===== src/rtl/serial_pkg.sv =====
// Shared definitions for the serial byte receiver: state encoding, frame shape
// and the default bit period.
package serial_pkg;

    localparam logic [1:0] S_IDLE  = 2'd0;
    localparam logic [1:0] S_START = 2'd1;
    localparam logic [1:0] S_DATA  = 2'd2;
    localparam logic [1:0] S_STOP  = 2'd3;

    localparam int DEFAULT_CLKS_PER_BIT = 16;
    localparam int DATA_BITS            = 8;

    typedef enum logic [1:0] {
        ST_IDLE  = S_IDLE,
        ST_START = S_START,
        ST_DATA  = S_DATA,
        ST_STOP  = S_STOP
    } rx_state_e;

endpackage


===== src/rtl/rx_sync_2ff.sv =====
// Two-flop synchronizer for an asynchronous level; both stages reset to 1,
// which is the idle level of the serial line.
module rx_sync_2ff (
    input  logic clk,
    input  logic rst,
    input  logic d,
    output logic q
);

    logic s1_q, s1_d;
    logic s2_q, s2_d;

    always_comb begin
        s1_d = d;
        s2_d = s1_q;
    end

    always_ff @(posedge clk) begin
        if (rst) begin
            s1_q <= 1'b1;
            s2_q <= 1'b1;
        end else begin
            s1_q <= s1_d;
            s2_q <= s2_d;
        end
    end

    assign q = s2_q;

endmodule


===== src/rtl/serial_byte_rx.sv =====
// Serial byte receiver: 1 start, 8 data bits LSB-first, 1 stop, no parity.
// Delivers each good byte on Dout with a one-cycle Ce_out strobe.
module serial_byte_rx
    import serial_pkg::*;
#(
    parameter int CLKS_PER_BIT = DEFAULT_CLKS_PER_BIT
) (
    input  logic       clk,
    input  logic       rst,
    input  logic       rx,
    output logic [7:0] Dout,
    output logic       Ce_out,
    output logic       frame_err,
    output logic       busy
);

    if ((CLKS_PER_BIT % 2) != 0 || CLKS_PER_BIT < 4) begin : g_param_check
        $error("serial_byte_rx: CLKS_PER_BIT must be even and >= 4");
    end

    localparam int            CW       = $clog2(CLKS_PER_BIT);
    localparam logic [CW-1:0] HALF_END = CW'(CLKS_PER_BIT / 2 - 1);
    localparam logic [CW-1:0] BIT_END  = CW'(CLKS_PER_BIT - 1);
    localparam logic [2:0]    LAST_BIT = 3'(DATA_BITS - 1);

    logic rx_s;

    rx_sync_2ff u_sync (
        .clk (clk),
        .rst (rst),
        .d   (rx),
        .q   (rx_s)
    );

    rx_state_e            state_q, state_d;
    logic [CW-1:0]        cnt_q, cnt_d;
    logic [2:0]           bit_idx_q, bit_idx_d;
    logic [DATA_BITS-1:0] shreg_q, shreg_d;
    logic [7:0]           dout_q, dout_d;
    logic                 ce_q, ce_d;
    logic                 ferr_q, ferr_d;
    logic                 busy_q, busy_d;
    logic                 rx_prev_q, rx_prev_d;

    always_comb begin
        state_d   = state_q;
        cnt_d     = cnt_q;
        bit_idx_d = bit_idx_q;
        shreg_d   = shreg_q;
        dout_d    = dout_q;
        ce_d      = 1'b0;
        ferr_d    = 1'b0;
        rx_prev_d = rx_s;

        case (state_q)
            ST_IDLE: begin
                // Only a 1->0 transition starts a frame, so a stuck-low line is ignored.
                if (rx_prev_q && !rx_s) begin
                    state_d = ST_START;
                    cnt_d   = '0;
                end
            end
            ST_START: begin
                if (cnt_q == HALF_END) begin
                    cnt_d     = '0;
                    bit_idx_d = 3'd0;
                    state_d   = rx_s ? ST_IDLE : ST_DATA;
                end else begin
                    cnt_d = cnt_q + CW'(1);
                end
            end
            ST_DATA: begin
                if (cnt_q == BIT_END) begin
                    cnt_d     = '0;
                    shreg_d   = {rx_s, shreg_q[DATA_BITS-1:1]};
                    bit_idx_d = bit_idx_q + 3'd1;
                    if (bit_idx_q == LAST_BIT) begin
                        state_d = ST_STOP;
                    end
                end else begin
                    cnt_d = cnt_q + CW'(1);
                end
            end
            ST_STOP: begin
                if (cnt_q == BIT_END) begin
                    cnt_d   = '0;
                    state_d = ST_IDLE;
                    if (rx_s) begin
                        dout_d = shreg_q;
                        ce_d   = 1'b1;
                    end else begin
                        ferr_d = 1'b1;
                    end
                end else begin
                    cnt_d = cnt_q + CW'(1);
                end
            end
            default: begin
                state_d = ST_IDLE;
                cnt_d   = '0;
            end
        endcase

        // Registered from the next state so busy drops on the same edge the strobe rises.
        busy_d = (state_d != ST_IDLE);
    end

    always_ff @(posedge clk) begin
        if (rst) begin
            state_q   <= ST_IDLE;
            cnt_q     <= '0;
            bit_idx_q <= 3'd0;
            shreg_q   <= '0;
            dout_q    <= 8'h00;
            ce_q      <= 1'b0;
            ferr_q    <= 1'b0;
            busy_q    <= 1'b0;
            rx_prev_q <= 1'b1;
        end else begin
            state_q   <= state_d;
            cnt_q     <= cnt_d;
            bit_idx_q <= bit_idx_d;
            shreg_q   <= shreg_d;
            dout_q    <= dout_d;
            ce_q      <= ce_d;
            ferr_q    <= ferr_d;
            busy_q    <= busy_d;
            rx_prev_q <= rx_prev_d;
        end
    end

    assign Dout      = dout_q;
    assign Ce_out    = ce_q;
    assign frame_err = ferr_q;
    assign busy      = busy_q;

endmodule


===== config.mk =====
export PLATFORM = sky130hd
export DESIGN_NAME = serial_byte_rx
export DESIGN_NICKNAME = d
export VERILOG_FILES = /design/src/rtl/serial_pkg.sv /design/src/rtl/rx_sync_2ff.sv /design/src/rtl/serial_byte_rx.sv
export SDC_FILE = /design/constraint.sdc
export NUM_CORES = 1
export LEC_CHECK = 0
export CORE_MARGIN = 2
export CORE_UTILIZATION = 58
export DETAILED_ROUTE_END_ITERATION = 8
export PLACE_DENSITY_LB_ADDON = 0.25
export SETUP_SLACK_MARGIN = 0.15
export SYNTH_ARGS = -nofsm -noshare
export SYNTH_HDL_FRONTEND = slang
export SYNTH_HIERARCHICAL = 1
export SYNTH_SLANG_ARGS = --single-unit

===== constraint.sdc =====
create_clock -name clk -period 3.46 [get_ports clk]
set_input_delay 0.692 -clock clk [delete_from_list [all_inputs] [get_ports clk]]
set_output_delay 0.692 -clock clk [all_outputs]
set_load 0.01 [all_outputs]

# Yosys cells after proc, flatten, opt, wreduce, memory -nomap -nowiden
# Index checks and enable logic that the tools add are counted.
# classes
n_reduce_logical	10
bitwise	2
muxes	16
eq_ne	9
add_sub_neg	2
# op_table
cell	n
$mux W2	6
$mux W4	3
$pmux W4 S3	1
$pmux W2 S4	1
$mux W3	2
$ne A2 B2 Y1 const B	3
$pmux W3 S2	1
$reduce_and A3 Y1	2
$add A4 B1 Y4 const B	1
$eq A2 B2 Y1 const B	2
$eq A4 B3 Y1 const B	1
$eq A4 B4 Y1 const B	1
$reduce_bool A2 Y1	2
$add A3 B1 Y3 const B	1
$eq A3 B3 Y1 const B	1
$reduce_or A3 Y1	1
$eq A2 B1 Y1 const B	1
$logic_not A2 Y1	1
$mux W1	2
$not A1 Y1	2
$reduce_and A2 Y1	1
$reduce_or A2 Y1	1
$logic_and A1 B1 Y1	1
$logic_not A1 Y1	1
# totals
elab_cells	50
ff_bits	31
in_bits	3

# Logic depth before layout (Yosys ltp)
# Gate-level depths: netlist of run 1.
# logic_depth
word_depth	5
mapped_depth	6
depth_no_buf	6

# By module
# The synthesis of run 1 kept the hierarchy.
# modules_own_cells
mod	cells_each	instances	seq_area_each_um2	area_per_inst_um2
serial_byte_rx	126	1	580.6	1218.7
rx_sync_2ff	4	1	40.0	52.6

# Worst setup path before layout of run 1
# Ideal clock, no wire load.
# synth_timing
kind	register to register
start	register cnt_q[0]
end	register dout_q[1] (netlist: Dout[1])
setup_slack_ps	1980
path_stages_with_launch	7
t_required_ps	3332
path_buffers	1
period_less_slack_ps	1480
t_arrival_ps	1352
setup_ps	128
path_cell_list	dfxtp_1 > ha_1 > and4_1 > and3_1 > buf_4 > mux2i_1 > nor2_1
# synth_via
elab_chain_cells	2
# synth_rtl
item	line_no	source
start: declaration	serial_byte_rx.sv:36	logic [CW-1:0] cnt_q, cnt_d;
start signal: assignment	serial_byte_rx.sv:121	cnt_q <= cnt_d;
$eq A4 B4 Y1	serial_byte_rx.sv:85	if (cnt_q == BIT_END) begin
$reduce_and A3 Y1 (no source line)	--	
end signal: assignment	serial_byte_rx.sv:124	dout_q <= dout_d;
end: declaration	serial_byte_rx.sv:39	logic [7:0] dout_q, dout_d;
# Every way passes these cells.
# A chain may end at the register's enable or synchronous reset.

==> impl_metrics.csv, run 1 <==
group,metric,value,unit
status,outcome,"finished, final reports clean",
timing,finalSetupTns,0,ns
grt,use_met1,25.05,%
place,gp_congestion,0.7175,
synth,synth_area,1271,um^2
timing,max_freq,498.2,MHz
timing,tightestPinTransition,0.9746,ns
setup_path,path_class,"input port to flip-flop",
power,finalPower,0.0006751,W
timing,finalWorstSetupSlack,1.453,ns
place,post-place-ws,1.129,ns
synth,ys_seq_elements,31,
setup_path,cpMaxStageDelayCell,"clkdlybuf4s50_1",
drt,drc,0,
setup_path,cp_max_fo,29,
cells_and_area,drive_above_1_share,7.692,%
clocking,path_clk_slew,0.10,ns
drt,drt-total-wl,2.203,mm
die,ios,14,
run,cap_violations,0,
die,start_util,62.87,%
power,p_leak,0.5235,nW
cells_and_area,fin_nets,148,
grt,grt_pass1_vias,879,
cells_and_area,diodes,0,
grt,antenna_found_initial,0,
synth,synth_area_leaders,"dfxtp_1 (49%), mux2i_1 (15%), nor2_1 (6.5%)",
clocking,hold_buffers,0,
synth,yosys_warnings,6,
clocking,post_cts_buffers,0,
timing,whs,0.4096,ns
clocking,insertion_delay,0.33,ns
setup_path,slowest_delay,1.11,ns
timing,finalMaxSlewViolations,0,
clocking,numCtsBuffers,5,
die,die_area,2582,um^2
die,fp.dieW,50.82,um
timing,fin_skew,0.008271,ns
synth,synth_top_cell_area_share,48.82,%
synth,syn-num-nets,136,
drt,num_vias,921,
synth,synth_top_area_cell,"dfxtp_1",
timing,min_period,2.007,ns
die,num_rows,16,
grt,grt_first_pass_wirelength,3.829,mm
die,dieHeight,50.82,um
die,core-area,2022,um^2
drt,viasPerCell,5.418,
synth,netlist_instances,130,
timing,fin_crit_sh,58.01,%
cells_and_area,n_fill_cell,163,
clocking,clockBufferDepth,2,
drt,firstDrtPassIters,4,
clocking,tritoncts,"done",
timing,rsz0062_at_grt,"no",
cells_and_area,area_growth,15.94,%
power,power_density,458.0,nW/um^2
cells_and_area,layout_commonest_cell,"dfxtp_1",
synth,avgSynthCellArea,9.779,um^2
cells_and_area,layout_common_cells,"dfxtp_1 (31), nor2_1 (22), mux2i_1 (19), clkdlybuf4s50_1 (13), nand2_1 (7)",
grt,top_usage_layer,"met2",
setup_path,cp_data_required_time,3.68,ns
clocking,cts_resized,0,
drt,initialDrtViolationCount,25,
place,io_buffers,13,
clocking,cts_root_buf,"clkbuf_4",
timing,setup_viol,0,
timing,hold_violations,0,
clocking,htreeDepth,2,
synth,synth_ff_type,"dfxtp_1",
setup_path,start_kind,"input port",
drt,ant_nets,0,
place,dp_hpwl,1.476,mm
drt,avgRoutedWirePerCell,12.96,um
synth,synth_edf_count,0,
setup_path,end_kind,"flip-flop",
synth,ys_types,31,
worst_hold_path,hold_path.class,"flip-flop to flip-flop",
power,peakVddDrop,0.3663,mV
timing,max_slew_margin,34.83,%
grt,met3_usage,8.772,%
setup_path,arrival,2.22,ns
grt,grt.total_usage,20.52,%
synth,async_flop_share,0,%
clocking,cts_sinks,31,
cells_and_area,post-route-util,72.90,%
synth,seq_area_frac_synth,48.82,%
grt,grt_max_degree,30,
grt,grt_util_met2,32.02,%
grt,grt_overflow,0,
setup_path,path_cells,"clkdlybuf4s50_1, nor3_1, or2_1",
## critical path: cells and delay by family
kind,cells,cell delay [ns]
simple gates,2,0.42
buf+inv,1,1.11
## through the flow
stage,instance area (um^2),cells
final,1474,170
after global routing,1474,170
after CTS,1474,170
after detailed placement,1388,162
after global placement,1388,162
after floorplan,1271,130
## cell usage after synthesis (3+ instances only)
library cell	count
or2_1	4
or3b_1	3
nor2b_1	3
dfxtp_1	31
clkbuf_1	3
nor2_1	22
buf_4	3
ha_1	3
a21oi_1	3
nand2_1	7
nand3_1	3
mux2i_1	19
## cells by family (layout without fill, tap and decap cells)
family | Yosys count | in the layout | share of synthesized area (%)
xor gates and xnor gates | 1 | 1 | 0.6891
muxes | 19 | 19 | 14.96
adders and majority gates | 3 | 3 | 2.953
DFF | 31 | 31 | 48.82
buffers and inverters | 10 | 23 | 4.625
and+or+nand+nor | 53 | 53 | 21.06
AOI/OAI and AO/OA | 13 | 13 | 6.889
## sequential cells by signal, indices dropped and copies added, names as in the netlist
register,cells
Ce_out,1
Dout,8
bit_idx_q,3
busy,1
cnt_q,4
frame_err,1
rx_prev_q,1
shreg_q,8
state_q,2
u_sync/q,1
u_sync/s1_q,1
## path summary, 6_finish.rpt
kind,endpoint,from,cells past startpoint,slack (ns)
worst min register to register,u_sync/q$_SDFF_PP1_,u_sync/s1_q$_SDFF_PP1_,1,0.41
worst max register to register,Dout[5]$_SDFFE_PP0P_,cnt_q[0]$_SDFFE_PP0P_,5,1.58
worst max-delay path,busy$_SDFF_PP0_,rst,3,1.45
worst min-delay path,u_sync/q$_SDFF_PP1_,u_sync/s1_q$_SDFF_PP1_,1,0.41
## report_power, final
part	leakage (nW)	total, W	internal (W)	switching, W
Sequential	0.251	0.000364	0.000360	0.00000353
Combinational	0.225	0.0000181	0.00000788	0.0000102
Clock	0.0482	0.000293	0.000171	0.000123
## area by class of cell
type / count / area (um^2) / area share, %
inverter: 1 / 3.754 / 0.2547
clock buffer: 6 / 51.30 / 3.480
sequential: 31 / 620.6 / 42.11
tap: 27 / 33.78 / 2.292
timing repair buffer: 14 / 137.6 / 9.338
multi-input combinational: 89 / 591.8 / 40.15
clock inverter: 2 / 35.03 / 2.377
## routing by layer
metal / vias to the layer above / part of all wire [%] / routed length, um
met1: 436 / 45 / 991
met4: 0 / 0.54 / 12
li1: 463 / - / -
met3: 2 / 5.0 / 110
met5: - / 0 / 0
met2: 20 / 49 / 1088
Power figures use the tool's default switching activity.
==> inputs of run 2 (changes only) <==
--- a/config.mk
+++ b/config.mk
@@ -6,7 +6,7 @@
 export NUM_CORES = 1
 export LEC_CHECK = 0
 export CORE_MARGIN = 2
-export CORE_UTILIZATION = 58
+export CORE_UTILIZATION = 54
 export DETAILED_ROUTE_END_ITERATION = 8
 export PLACE_DENSITY_LB_ADDON = 0.25
 export SETUP_SLACK_MARGIN = 0.15
==> constraint.sdc (replaced) <==
create_clock -name clk -period 2 [get_ports clk]
set_input_delay 0.4 -clock clk [delete_from_list [all_inputs] [get_ports clk]]
set_output_delay 0.4 -clock clk [all_outputs]
set_load 0.01 [all_outputs]
==> run 2 against run 1 <==
Against the previous run: power grew 44%; die area grew 6.8%; core utilization shrank 7.0 points; critical path type is now flip-flop to flip-flop; critical endpoint is now Dout[6]$_SDFFE_PP0P_; largest cell class unchanged.
==> impl_metrics.csv, run 2 (synthesized netlist as in run 1, its figures left out) <==
group,metric,value,unit
drt,drt-total-wl,2.148,mm
setup_path,arrival,1.86,ns
timing,tightestPinTransition,0.4402,ns
cells_and_area,n_fill_cell,184,
status,outcome,"finished, final reports clean",
clocking,cts_root_buf,"clkbuf_4",
clocking,htreeDepth,2,
setup_path,path_cells,"ha_1, and4_1, and3_1, buf_4, mux2i_1, nor2_1",
setup_path,slowest_delay,0.38,ns
place,io_buffers,13,
timing,finalMaxSlewViolations,0,
die,ios,14,
drt,ant_nets,0,
timing,finalSetupTns,0,ns
cells_and_area,diodes,0,
cells_and_area,drive_above_1_share,8.333,%
drt,num_vias,914,
setup_path,cpLargestDelayFamily,"simple AND/OR/NAND/NOR gates",
clocking,tritoncts,"done",
grt,grt_max_degree,18,
worst_hold_path,hold_path.class,"flip-flop to flip-flop",
die,die_area,2758,um^2
drt,avgRoutedWirePerCell,12.49,um
setup_path,cp_max_fo,9,
clocking,clockBufferDepth,2,
setup_path,end_kind,"flip-flop",
timing,finalWorstSetupSlack,0.3432,ns
timing,setup_viol,0,
die,start_util,57.47,%
power,peakVddDrop,0.6623,mV
place,dpl_cell_area,1411,um^2
setup_path,path_class,"flip-flop to flip-flop",
cells_and_area,area_growth,14.67,%
run,cap_violations,0,
cells_and_area,layout_common_cells,"dfxtp_1 (31), nor2_1 (22), mux2i_1 (19), clkdlybuf4s50_1 (13), nand2_1 (7)",
drt,initialDrtViolationCount,13,
timing,hold_violations,0,
die,num_rows,17,
grt,antenna_found_initial,0,
drt,drc,0,
power,p_leak,0.5152,nW
die,core-area,2212,um^2
clocking,insertion_delay,0.32,ns
clocking,cts_sinks,31,
setup_path,cpMaxStageDelayCell,"dfxtp_1",
setup_path,worst-path-buf-inv,1,
place,gp_congestion,0.7713,
drt,viasPerCell,5.314,
timing,max_freq,603.6,MHz
timing,min_period,1.657,ns
setup_path,start_kind,"flip-flop",
place,dp_hpwl,1.462,mm
die,dieHeight,52.52,um
timing,rsz0062_at_grt,"no",
cells_and_area,layout_commonest_cell,"dfxtp_1",
power,power_density,666.5,nW/um^2
die,fp.dieW,52.52,um
timing,fin_skew,0.008012,ns
timing,fin_crit_sh,82.84,%
grt,grt.total_usage,18.29,%
setup_path,cp_data_required_time,2.20,ns
place,post-place-ws,0.3342,ns
timing,max_slew_margin,70.56,%
timing,whs,0.4198,ns
clocking,path_clk_slew,0.09,ns
grt,grt_pass1_vias,843,
cells_and_area,fin_area,1458,um^2
grt,grt_first_pass_wirelength,3.574,mm
clocking,numCtsBuffers,5,
grt,grt_overflow,0,
drt,firstDrtPassIters,4,
cells_and_area,fin_nets,151,
cells_and_area,post-route-util,65.89,%
-- run 2: cell types whose count changed in the layout (fill, tap and decap cells not counted), sizes merged --
cell | before | now
buf | 1 | 4
clkinv | 1 | 0
bufinv | 1 | 0
-- run 2: cell type report --
class / count / area [um^2] / share of cell area [%]
repair buffers: 17 / 160.2 / 10.99
clock buffers: 6 / 41.29 / 2.833
inverters: 1 / 3.754 / 0.2575
flip-flops and latches: 31 / 620.6 / 42.58
well taps: 28 / 35.03 / 2.403
multi-input cells: 89 / 596.8 / 40.94
-- run 2: per-layer routing --
layer	vias up	global-route usage [%]	routed length (um)
li1	470	-	-
met1	405	21.05	1012
met2	26	29.58	979
met3	13	6.000	104
met4	0	10.26	51
met5	-	0	0
-- run 2: worst register-to-register path: stages, from the launching register on --
cell and delay (ns):
dfxtp_1 0.38, ha_1 0.31, and4_1 0.25, and3_1 0.16, buf_4 0.19, mux2i_1 0.20, nor2_1 0.06
-- run 2: where the power goes --
| part | total (W) | internal (W) | switching [W] | leakage [nW] |
|---|---|---|---|---|
| clock | 0.000310 | 0.000125 | 0.000185 | 0.0242 |
| sequential | 0.000629 | 0.000623 | 0.00000635 | 0.251 |
| combinational | 0.0000328 | 0.0000148 | 0.0000180 | 0.240 |
-- run 2: repair_timing --
item	CTS	global route
gates resized for setup	0	1
endpoints found under the hold margin	0	0
endpoints found under the setup margin	0	2
buffers inserted	0	0
hold buffers	0	0
-- run 2: path summary, 6_finish.rpt --
path / startpoint / endpoint / slack, ns / cells after the start
setup / recovery: cnt_q[0]$_SDFFE_PP0P_ / Dout[6]$_SDFFE_PP0P_ / 0.34 / 6
hold / removal: u_sync/s1_q$_SDFF_PP1_ / u_sync/q$_SDFF_PP1_ / 0.42 / 1
setup reg to reg: cnt_q[0]$_SDFFE_PP0P_ / Dout[6]$_SDFFE_PP0P_ / 0.34 / 6
hold reg to reg: u_sync/s1_q$_SDFF_PP1_ / u_sync/q$_SDFF_PP1_ / 0.42 / 1
-- run 2: per-stage QoR --
stage / total power [W] / cells
2_1_floorplan: 0.0006661 / 130
5_1_grt: 0.001014 / 172
3_5_place_dp: 0.0006763 / 166
3_3_place_gp: 0.0006753 / 166
4_1_cts: 0.0009828 / 172
6_report: 0.0009715 / 172
==> inputs of run 3 (changes only) <==
==> constraint.sdc (replaced) <==
create_clock -name clk -period 1.6 [get_ports clk]
set_input_delay 0.32 -clock clk [delete_from_list [all_inputs] [get_ports clk]]
set_output_delay 0.32 -clock clk [all_outputs]
set_load 0.01 [all_outputs]
==> run 3 against run 2 <==
Against the previous run: clock-buffer cell count unchanged; critical path type unchanged; register-to-register slack worse by 0.18 ns; flip-flop and latch count is the same; largest cell class unchanged; die area unchanged; worst hold slack worse by 0.0046 ns; cell count up 4.7%; highest routed layer unchanged; first-iteration DRC count is 38% lower.
==> impl_metrics.csv, run 3 (synthesized netlist as in run 1, its figures left out) <==
group,metric,value,unit
status,outcome,"finished, final reports clean",
setup_path,cp_data_required_time,1.84,ns
die,ios,14,
setup_path,arrival,1.68,ns
power,power_density,824.6,nW/um^2
drt,avgRoutedWirePerCell,13.34,um
setup_path,regToRegSetupSlack,0.16,ns
timing,finalMaxSlewViolations,0,
clocking,htreeDepth,2,
die,core-area,2212,um^2
grt,grt_first_pass_wirelength,4.029,mm
drt,num_vias,948,
setup_path,r2r-end,"Dout[4]$_SDFFE_PP0P_",
place,io_buffers,13,
timing,max_freq,695.0,MHz
cells_and_area,fin_nets,157,
drt,drt-total-wl,2.402,mm
timing,rsz0062_at_grt,"yes",
die,dieHeight,52.52,um
timing,fin_crit_sh,89.93,%
drt,firstDrtPassIters,4,
clocking,cts_sinks,31,
timing,fin_skew,0.01524,ns
place,post-place-cells,169,
timing,finalWorstSetupSlack,0.1612,ns
grt,grt_pass1_vias,929,
worst_hold_path,whs_endpoint,"u_sync/q$_SDFF_PP1_",
grt,antenna_found_initial,0,
setup_path,path_class,"flip-flop to flip-flop",
timing,max_slew_margin,82.61,%
timing,tightestPinTransition,0.2596,ns
power,peakVddDrop,0.6515,mV
setup_path,slowest_delay,0.37,ns
place,gp_congestion,0.8026,
timing,hold_violations,0,
cells_and_area,instances_no_fill,180,
cells_and_area,diodes,0,
setup_path,start_kind,"flip-flop",
die,num_rows,17,
drt,ant_nets,0,
die,fp.dieW,52.52,um
timing,setup_viol,0,
place,dp_hpwl,1.512,mm
drt,drc,0,
setup_path,path_cells,"ha_4, and4_1, and3_4, buf_12, mux2i_1, nor2_1",
setup_path,cp_max_fo,9,
setup_path,r2r-start,"cnt_q[0]$_SDFFE_PP0P_",
die,start_util,57.47,%
timing,finalSetupTns,0,ns
drt,initialDrtViolationCount,8,
run,cap_violations,0,
drt,viasPerCell,5.267,
clocking,tritoncts,"done",
setup_path,reg2regPathDepth,6,
setup_path,worst-path-buf-inv,1,
timing,min_period,1.439,ns
cells_and_area,area_growth,22.15,%
clocking,clockBufferDepth,2,
worst_hold_path,min_from,"u_sync/s1_q$_SDFF_PP1_",
die,die_area,2758,um^2
clocking,insertion_delay,0.34,ns
place,post-place-ws,0.04519,ns
power,p_leak,0.6064,nW
grt,grt_max_degree,18,
grt,grt_overflow,0,
grt,grt.total_usage,21.03,%
cells_and_area,drive_above_1_share,19.08,%
worst_hold_path,hold_path.class,"flip-flop to flip-flop",
setup_path,cpLargestDelayFamily,"simple AND/OR/NAND/NOR gates",
worst_hold_path,whs_path_depth,1,
clocking,cts_root_buf,"clkbuf_4",
cells_and_area,layout_common_cells,"dfxtp_1 (25), nor2_1 (22), mux2i_1 (19), dlygate4sd2_1 (11), buf_4 (9)",
cells_and_area,layout_commonest_cell,"dfxtp_1",
setup_path,cpMaxStageDelayCell,"dfxtp_2",
clocking,numCtsBuffers,5,
timing,whs,0.4152,ns
clocking,path_clk_slew,0.10,ns
cells_and_area,n_fill_cell,182,
clocking,hold_buffers,0,
setup_path,end_kind,"flip-flop",
[run 3: worst max-delay path by stage]
stage	endpoint	from	cells after the start
after CTS	Dout[4]$_SDFFE_PP0P_	cnt_q[1]$_SDFFE_PP0P_	6
final	Dout[4]$_SDFFE_PP0P_	cnt_q[0]$_SDFFE_PP0P_	6
after floorplan	Dout[1]$_SDFFE_PP0P_	cnt_q[0]$_SDFFE_PP0P_	6
after global placement	shreg_q[0]$_SDFFE_PP0P_	cnt_q[1]$_SDFFE_PP0P_	6
after global routing	Dout[4]$_SDFFE_PP0P_	cnt_q[0]$_SDFFE_PP0P_	6
after detailed placement	Dout[4]$_SDFFE_PP0P_	cnt_q[1]$_SDFFE_PP0P_	6
[run 3: routing by layer]
layer / routed length, um / up-vias / global-route usage [%]
li1: - / 480 / -
met1: 1039 / 441 / 22.40
met4: 76 / 0 / 11.97
met3: 133 / 8 / 10.86
met5: 0 / - / 0
met2: 1153 / 19 / 33.13
[run 3: power breakdown]
part           total (W)  internal (W)  switching, W
combinational  0.0000531     0.0000241     0.0000289
sequential      0.000783      0.000777    0.00000616
clock           0.000444      0.000169      0.000275
total            0.00128      0.000971      0.000310
[run 3: cell type report]
class                           count  area [um^2]  area share, %
Clock buffer                        6        41.29          2.659
Tap cell                           28        35.03          2.256
Clock inverter                      2        12.51         0.8058
Timing Repair Buffer               23        203.9          13.13
Multi-Input combinational cell     89        625.6          40.29
Inverter                            1        3.754         0.2417
Sequential cell                    31        630.6          40.61
[run 3: what timing repair did]
action | CTS | global route
pin swaps | 0 | 4
endpoints found under the setup margin | 29 | 24
setup buffers | 1 | 2
resized for setup | 17 | 6
[run 3: metrics by stage]
step | power, W | util, % | instance area, um^2
finish | 0.001280 | 70.19 | 1553
floorplan | 0.0008327 | - | 1274
global route | 0.001346 | 70.19 | 1553
global placement | 0.0008503 | 65.50 | 1449
detailed placement | 0.0008519 | 65.50 | 1449
CTS | 0.001300 | 68.72 | 1520
[run 3: worst register-to-register path: cells and delay by family, from the launching register on]
kind                       cells  cell delay, ns
adders and majority gates      1            0.17
buffers and inverters          1            0.13
and+or+nand+nor                3            0.47
muxes                          1            0.21
DFF                            1            0.37
